[config.mk]
export PLATFORM = sky130hd
export DESIGN_NAME = reg_rename_file
export DESIGN_NICKNAME = d
export VERILOG_FILES = /design/src/rtl/reg_rename_file_pkg.sv /design/src/rtl/reg_rename_file_ckpt.sv /design/src/rtl/reg_rename_file.sv
export SDC_FILE = /design/constraint.sdc
export NUM_CORES = 2
export LEC_CHECK = 0
export ABC_AREA = 1
export CORE_MARGIN = 8
export CORE_UTILIZATION = 40
export CTS_CLUSTER_DIAMETER = 40
export DETAILED_ROUTE_END_ITERATION = 10
export PLACE_DENSITY = 0.57
export SLEW_MARGIN = 20
export SYNTH_ARGS = -nofsm -noshare
export SYNTH_HDL_FRONTEND = slang
export SYNTH_SLANG_ARGS = --single-unit
[constraint.sdc]
create_clock -name clk_in -period 5.13 [get_ports clk_in]
set_input_delay 1.026 -clock clk_in [delete_from_list [all_inputs] [get_ports clk_in]]
set_output_delay 1.026 -clock clk_in [all_outputs]
set_load 0.01 [all_outputs]
[src/rtl/reg_rename_file_pkg.sv]
// Shared widths and rename-table types for the architectural register file and its checkpoint bank.
package reg_rename_file_pkg;

  localparam int NUM_ARCH_REG = 32;
  localparam int REG_ID_BIT   = 5;
  localparam int DATA_BIT     = 32;
  localparam int ROB_BIT      = 4;
  localparam int NUM_CKPT     = 4;
  localparam int CK_BIT       = $clog2(NUM_CKPT);

  typedef struct packed {
    logic               dirty;
    logic [ROB_BIT-1:0] rob_entry;
  } rename_entry_t;

  typedef rename_entry_t [NUM_ARCH_REG-1:0] rename_table_t;

  // True when a commit of rob tag `rob` retires the producer recorded in `e`.
  function automatic logic entry_retired_by(rename_entry_t e, logic [ROB_BIT-1:0] rob);
    return e.dirty && (e.rob_entry == rob);
  endfunction

endpackage

[src/rtl/reg_rename_file_ckpt.sv]
// Rename-table checkpoint bank: NUM_CKPT full snapshots kept coherent with commits,
// with save, restore (frees the slot) and release.
module rename_ckpt_bank
  import reg_rename_file_pkg::*;
(
  input  logic                  clk_in,
  input  logic                  rst_in,
  input  logic                  rdy_in,
  input  logic                  flush_all,
  input  logic                  commit_fire,
  input  logic [REG_ID_BIT-1:0] commit_reg_id,
  input  logic [ROB_BIT-1:0]    commit_rob_entry,
  input  logic                  save_en,
  input  logic [CK_BIT-1:0]     save_id,
  input  rename_table_t         save_table,
  input  logic                  restore_en,
  input  logic [CK_BIT-1:0]     restore_id,
  input  logic                  release_en,
  input  logic [CK_BIT-1:0]     release_id,
  output rename_table_t         restore_table,
  output logic [NUM_CKPT-1:0]   valid
);

  rename_table_t tbl_view [NUM_CKPT];

  for (genvar gi = 0; gi < NUM_CKPT; gi++) begin : g_slot
    rename_table_t tbl_reg;
    logic          vld_reg;

    always_ff @(posedge clk_in) begin
      if (rst_in) begin
        tbl_reg <= '0;
        vld_reg <= 1'b0;
      end else if (rdy_in) begin
        if (flush_all) begin
          vld_reg <= 1'b0;
        end else if (save_en && (save_id == CK_BIT'(gi))) begin
          // A save already carries this cycle's commit, and beats a same-slot release.
          tbl_reg <= save_table;
          vld_reg <= 1'b1;
        end else begin
          if (vld_reg && commit_fire && entry_retired_by(tbl_reg[commit_reg_id], commit_rob_entry))
            tbl_reg[commit_reg_id].dirty <= 1'b0;
          if ((restore_en && (restore_id == CK_BIT'(gi))) ||
              (release_en && (release_id == CK_BIT'(gi))))
            vld_reg <= 1'b0;
        end
      end
    end

    assign tbl_view[gi] = tbl_reg;
    assign valid[gi]    = vld_reg;
  end

  assign restore_table = tbl_view[restore_id];

endmodule

[src/rtl/reg_rename_file.sv]
// Architectural register file plus live rename table, with commit/ROB bypass on the
// decoder read ports and branch checkpoints for fast mispredict recovery.
module reg_rename_file
  import reg_rename_file_pkg::*;
#(
  parameter int NUM_READ = 2
) (
  input  logic                           clk_in,
  input  logic                           rst_in,
  input  logic                           rdy_in,
  input  logic                           flush_all,
  input  logic                           commit_valid,
  input  logic [REG_ID_BIT-1:0]          commit_reg_id,
  input  logic [DATA_BIT-1:0]            commit_reg_data,
  input  logic [ROB_BIT-1:0]             commit_rob_entry,
  input  logic                           issue_valid,
  input  logic [REG_ID_BIT-1:0]          issue_reg_id,
  input  logic [ROB_BIT-1:0]             issue_rob_entry,
  input  logic [REG_ID_BIT*NUM_READ-1:0] rd_id,
  output logic [DATA_BIT*NUM_READ-1:0]   rd_val,
  output logic [NUM_READ-1:0]            rd_has_dep,
  output logic [ROB_BIT*NUM_READ-1:0]    rd_dep,
  output logic [ROB_BIT*NUM_READ-1:0]    rob_q_entry,
  input  logic [NUM_READ-1:0]            rob_q_ready,
  input  logic [DATA_BIT*NUM_READ-1:0]   rob_q_value,
  input  logic                           ckpt_save,
  input  logic [CK_BIT-1:0]              ckpt_save_id,
  input  logic                           ckpt_restore,
  input  logic [CK_BIT-1:0]              ckpt_restore_id,
  input  logic                           ckpt_release,
  input  logic [CK_BIT-1:0]              ckpt_release_id,
  output logic [NUM_CKPT-1:0]            ckpt_valid,
  output logic                           err_sticky
);

  logic [DATA_BIT-1:0] regs_reg [NUM_ARCH_REG];
  rename_table_t       live_reg;
  rename_table_t       live_next;
  rename_table_t       ckpt_table;
  logic                err_reg;

  logic commit_fire;
  logic issue_fire;
  logic restore_hit;
  logic save_go;
  logic err_set;

  assign commit_fire = commit_valid && (commit_reg_id != '0);
  assign issue_fire  = issue_valid && (issue_reg_id != '0);
  assign restore_hit = ckpt_restore && ckpt_valid[ckpt_restore_id];
  // The branch being saved is squashed by a same-cycle restore, so its save is dropped.
  assign save_go     = ckpt_save && !ckpt_restore;
  assign err_set     = (ckpt_restore && !ckpt_valid[ckpt_restore_id]) ||
                       (save_go && ckpt_valid[ckpt_save_id] &&
                        !(ckpt_release && (ckpt_release_id == ckpt_save_id)));

  // Next live table; an invalid restore keeps the live table but still drops the issue.
  always_comb begin
    live_next = restore_hit ? ckpt_table : live_reg;
    if (commit_fire && entry_retired_by(live_next[commit_reg_id], commit_rob_entry))
      live_next[commit_reg_id].dirty = 1'b0;
    if (issue_fire && !ckpt_restore) begin
      live_next[issue_reg_id].dirty     = 1'b1;
      live_next[issue_reg_id].rob_entry = issue_rob_entry;
    end
  end

  always_ff @(posedge clk_in) begin
    if (rst_in) begin
      for (int i = 0; i < NUM_ARCH_REG; i++) regs_reg[i] <= '0;
    end else if (rdy_in && commit_fire) begin
      regs_reg[commit_reg_id] <= commit_reg_data;
    end
  end

  always_ff @(posedge clk_in) begin
    if (rst_in) begin
      live_reg <= '0;
      err_reg  <= 1'b0;
    end else if (rdy_in) begin
      if (flush_all) begin
        live_reg <= '0;
      end else begin
        live_reg <= live_next;
        if (err_set) err_reg <= 1'b1;
      end
    end
  end

  rename_ckpt_bank u_ckpt (
    .clk_in           (clk_in),
    .rst_in           (rst_in),
    .rdy_in           (rdy_in),
    .flush_all        (flush_all),
    .commit_fire      (commit_fire),
    .commit_reg_id    (commit_reg_id),
    .commit_rob_entry (commit_rob_entry),
    .save_en          (save_go),
    .save_id          (ckpt_save_id),
    .save_table       (live_next),
    .restore_en       (restore_hit),
    .restore_id       (ckpt_restore_id),
    .release_en       (ckpt_release),
    .release_id       (ckpt_release_id),
    .restore_table    (ckpt_table),
    .valid            (ckpt_valid)
  );

  // Read ports see pre-update state; a same-cycle issue is deliberately invisible.
  for (genvar gi = 0; gi < NUM_READ; gi++) begin : g_read
    logic [REG_ID_BIT-1:0] id_w;
    rename_entry_t         ent_w;
    logic [DATA_BIT-1:0]   val_w;
    logic                  has_dep_w;
    logic [ROB_BIT-1:0]    dep_w;

    assign id_w  = rd_id[gi*REG_ID_BIT +: REG_ID_BIT];
    assign ent_w = live_reg[id_w];

    always_comb begin
      val_w     = '0;
      has_dep_w = 1'b0;
      dep_w     = '0;
      if (id_w == '0) begin
        val_w = '0;
      end else if (!ent_w.dirty) begin
        val_w = regs_reg[id_w];
      end else if (commit_valid && (commit_rob_entry == ent_w.rob_entry)) begin
        val_w = commit_reg_data;
      end else if (rob_q_ready[gi]) begin
        val_w = rob_q_value[gi*DATA_BIT +: DATA_BIT];
      end else begin
        has_dep_w = 1'b1;
        dep_w     = ent_w.rob_entry;
      end
    end

    assign rd_val[gi*DATA_BIT +: DATA_BIT]   = val_w;
    assign rd_has_dep[gi]                    = has_dep_w;
    assign rd_dep[gi*ROB_BIT +: ROB_BIT]     = dep_w;
    assign rob_q_entry[gi*ROB_BIT +: ROB_BIT] = ent_w.rob_entry;
  end

  assign err_sticky = err_reg;

endmodule

-- Word-level counts from Yosys, hierarchy flattened
Memory sizes are Yosys's and may differ from the RTL's.
Index checks and enable logic that the tools add are counted.
- bits in registers: 805
- RAM bits: 1024
- bits of input ports: 141
- logic and storage cells: 517
- memories kept: 1
- memory list (name ; words ; width ; rd ports ; clocked after memory_dff ; wr ports ; line ; RTL):
    regs_reg ; 32 ; 32 ; 2 ; 0 ; 32 ; reg_rename_file.sv:36 ; logic [DATA_BIT-1:0] regs_reg [NUM_ARCH_REG];
- order comparisons: 9
- equal/unequal tests: 17
- mux-type cells: 90
- bitwise operators: 2
- reduce and logical (&&, ||, !) cells: 73
- operators by type and width (kind ; count):
    2-to-1 mux 160 bit ; 14
    bitwise mux 160 bit ; 7
    binary-select mux 160 bit (select 2 bit) ; 1
    2-to-1 mux 32 bit ; 9
    binary-select mux 5 bit (select 5 bit) ; 7
    demux 5 bit (select 5 bit) ; 3
    2-to-1 mux 5 bit ; 10
    logical AND 1 bit ; 40
    2-to-1 mux 4 bit ; 9
    OR reduction 32 bit ; 1
    equality test 4 bit ; 7
    2-to-1 mux 1 bit ; 28
    less-than comparator 5 x 6 -> 1 bit, second input constant ; 4
    AND reduction 3 bit ; 5
    equality test 2 bit, second input constant ; 6
    nonzero test 3 bit ; 4
    greater-or-equal comparator 5 x 1 -> 1 bit, second input constant ; 2
    zero test 5 bit ; 2
    nonzero test 5 bit ; 2
    AND reduction 2 bit ; 4
    nonzero test 2 bit ; 4
    equality test 2 x 1 -> 1 bit, second input constant ; 3
    zero test 2 bit ; 3
    less-than comparator 2 x 3 -> 1 bit, second input constant ; 2
    other kinds (7) ; 14

-- Logic depth before layout (Yosys ltp)
- depth in word-level cells: 15
- mapped depth: 24
- gate-level depth less buffers: 21

-- By module
From an unflattened synthesis, not the netlist that was laid out.
- cells, all modules: 13959
- area total of the unflattened synthesis: 102659.7 µm²
- by module, submodules not included (module ; instances ; cells an instance ; area an instance (µm²) ; sequential area each (µm²)):
    reg_rename_file ; 1 ; 8933 ; 69913.3 ; 33972.6
    rename_ckpt_bank ; 1 ; 5026 ; 32746.4 ; 12892.4

-- Worst setup path after synthesis
No wires, ideal clock.
- path type: input port to output port
- from: input port rd_id[5]
- to: output port rd_val[42]
- arrival time: 3324 ps
- slack: 780 ps
- stages: 12
- cell sequence: buf_2 inv_1 clkbuf_1 clkbuf_1 clkbuf_1 clkbuf_1 a21oi_1 o311ai_0 o311ai_0 o32ai_1 o21ai_0 a31oi_1
- cells in the longest elaborated chain, start to end: 7
- elaborated cells between the ends (all ways): 9
- classes of those cells: eq/ne (1); mux (5); reduce/logical (2); memory (1)
- ends and longest elaborated chain (what ; line ; RTL):
    from (decl) ; reg_rename_file.sv:19 ; input logic [REG_ID_BIT*NUM_READ-1:0] rd_id,
    binary-select mux 5 bit (select 5 bit) ; reg_rename_file.sv:118 ; assign ent_w = live_reg[id_w];
    2-to-1 mux 5 bit (implied by the code) ; reg_rename_file.sv:118 ;
    equality test 4 bit ; reg_rename_file.sv:128 ; end else if (commit_valid && (commit_rob_entry == ent_w.rob_entry)) begin
    logical AND 1 bit ; reg_rename_file.sv:128 ;
    2-to-1 mux 32 bit ; reg_rename_file.sv:128 ;
    2-to-1 mux 32 bit ; reg_rename_file.sv:126 ; end else if (!ent_w.dirty) begin
    2-to-1 mux 32 bit (*) ; reg_rename_file.sv:124 ; if (id_w == '0) begin
    to (decl) ; reg_rename_file.sv:20 ; output logic [DATA_BIT*NUM_READ-1:0] rd_val,
Every way passes the cells marked *; elsewhere a longest branch is shown, timed or not. The select of a mux whose other input is x is not followed.

-- Final worst setup path
- from: input port rd_id[0]
- to: output port rd_val[9]
The elaborated chain is that of the path after synthesis.

==> metrics <==
first drt pass iteration count=7; chip height=524 um; fmax=192 MHz; final setup vio count=4; DRT iter0 DRCs=17,752; Fin. Hold Viols=0; CP Capture Type=primary output; Max Cap Viol=0; Slew @ Worst Pin=1290 ps; sequential area share after synthesis=45.4%; via count=110,290; starting density of the core=40.2%; Syn Inst Count=14,191; failing checks=setup timing; Die Footprint=275,000 um^2; CTS root buffer=clkbuf_16; fin util=49.4%; largest net degree at the start of global routing=207; layout cells sized above 1=11.4%; row count=186; DRC viols=0; CP max stage delay=560 ps; setup ws final=-80.7 ps; GPL Wtd Cong=1.01; worst hold-check path type=reg2reg; DRT antenna net count=0; Post-Syn Area per Cell=7.28 um^2; Largest register FFs=1,024; Wirelength per Cell=27.7 um; number of buffers inserted by hold repair at cts=0; vias per cell=6.09; Area growth syn-to-layout=22.7%; Worst Skew=48.2 ps; VDD IR-drop max=0.292 mV; RSZ-0062 raised after global routing=yes; CP max stage cell=clkdlybuf4s50_1; IO buf count=227; most frequent cells in the layout=2,521 x nand2_1, 1,588 x nor2_1, 1,579 x inv_1; Yosys warning count=0; CTS tree=done; flops & latches, synth=1,829; Async SR Flop Fraction=0%; Post-synth EDFFs=1,024; worst path arrival time=4180 ps; drt total wl=503 mm; CTS sink count=1,829; status=complete, but fails checks; Data required, critical path=4100 ps; initial antenna violation count=31; Rel. slew slack=13.8%; most common cell after layout, fill and taps aside=nand2_1; total CTS buffers=348; first-pass GRT wire length=712 mm; Final HPWL DP=322 mm; cells along the critical path=buf_12 -> inv_8 -> buf_4 -> buf_12 -> buf_4 -> buf_4 -> a21oi_1 -> o311ai_0 -> buf_4 -> o211ai_1 -> nand3_1 -> nand3_1 -> inv_1 -> clkdlybuf4s50_1; WS Path Type=in2out; Final period util=102%; die width=524 um; fin. max-slew vios=0; CTS max path bufs=4; minimum clock period=5210 ps; depth of the CTS H-tree=5; clk_lat worst skew=900 ps; Main synth FF type=edfxtp_1; GR Overflow Total=0; Crit path top cell by count=buf_4; GRT Overall Usage=34.8%; clk slew on worst S/H paths=40 ps; number of global-route vias before repair=100,680; fin cells=18,120; Ports=228; Crit Path Max Fanout=28; Yosys cell types=49; P_leak=53.5 nW; CP Launch Type=input port; Core Region=257,000 um^2; Nets=14,576; Synth Cell Area=103,000 um^2; Cells after DPL=17,451; PD cells=360 nW/um^2
## what timing repair did
action,CTS,global route
resized for setup,80,63
pin swaps,11,16
setup buffers,6,5
endpoints found under the setup margin,41,56
gates cloned,3,4
## routing by layer
| layer | vias to the layer above | global-route usage [%] | wire [um] |
|---|---|---|---|
| li1 | 48752 | - | - |
| met1 | 51785 | 46.3 | 191000 |
| met2 | 8092 | 50.5 | 207000 |
| met3 | 1643 | 8.90 | 68600 |
| met4 | 18 | 21.3 | 35600 |
| met5 | - | 0.439 | 262 |
## synth_stat cells, drive strengths merged (54+ instances only)
master,n,area (um^2)
nand2,2605,9790
o311ai,157,1380
a22oi,61,458
a211oi,54,405
nor2,1608,6050
clkbuf,935,3510
nand3,907,4540
edfxtp,1024,30700
a31oi,188,1180
o21ai,1444,7230
o22ai,397,2480
buf,319,1480
dfxtp,805,16100
o211ai,124,931
inv,1609,6040
o221ai,87,762
a21oi,1546,7750
## cell families (layout without fill, tap and decap cells)
family / after synthesis / after routing / share of synthesized area [%]
DFF: 1829 / 1829 / 45.4
buffers and inverters: 2869 / 3367 / 10.7
and+or+nand+nor: 5236 / 5236 / 20.4
xor gates and xnor gates: 8 / 8 / 0.0678
AOI/OAI and AO/OA: 4199 / 4199 / 23.0
other: 1 / 48 / 0.00363
muxes: 49 / 49 / 0.475
## critical path: cells and delay by family
kind / cells / cell delay, ps
AO/OA/AOI/OAI: 3 / 770
AND/OR/NAND/NOR: 2 / 350
buffers and inverters: 9 / 1980
## stage by stage
stage               hold slack [ps]  TNS, ps  power, mW  cell area (um^2)  setup WS (ps)
finish                          465     -150       45.6            127000          -80.7
global route                    481     -139       46.5            127000          -24.4
CTS                             464    -3.88       45.4            126000          -3.88
detailed placement              457   -15980       21.9            114000           -714
global placement                453   -18350       21.9            114000          -1050
floorplan                       444        0       19.1            103000            780
## final cells by class
class                           count  area (um^2)
Sequential cell                  1829        46900
Inverter                         1615         6170
Fill cell                       25353       130000
Tap cell                         3384         4230
Multi-Input combinational cell   9524        46000
Antenna cell                       16         40.0
Clock inverter                    218         2660
Clock buffer                      417         9250
Timing Repair Buffer             1117        11500
## power breakdown
group	switching [mW]	internal [mW]	total [mW]
sequential	0.256	16.0	16.2
clock	8.50	15.2	23.7
combinational	3.86	1.81	5.67
total	12.6	33.0	45.6
## final timing paths
path	slack, ps	start	to	depth (start not counted)
setup / recovery	-80	rd_id[0]	rd_val[9]	14
hold / removal	470	u_ckpt.g_slot[0].tbl_reg[44]$_SDFFE_PP0P_	u_ckpt.g_slot[0].tbl_reg[44]$_SDFFE_PP0P_	2
setup reg to reg	1110	u_ckpt.g_slot[0].vld_reg$_SDFFE_PP0P_	u_ckpt.g_slot[0].tbl_reg[49]$_SDFFE_PP0P_	22
hold reg to reg	470	u_ckpt.g_slot[0].tbl_reg[44]$_SDFFE_PP0P_	u_ckpt.g_slot[0].tbl_reg[44]$_SDFFE_PP0P_	2
Note: power is estimated with default switching activity, not from simulation.
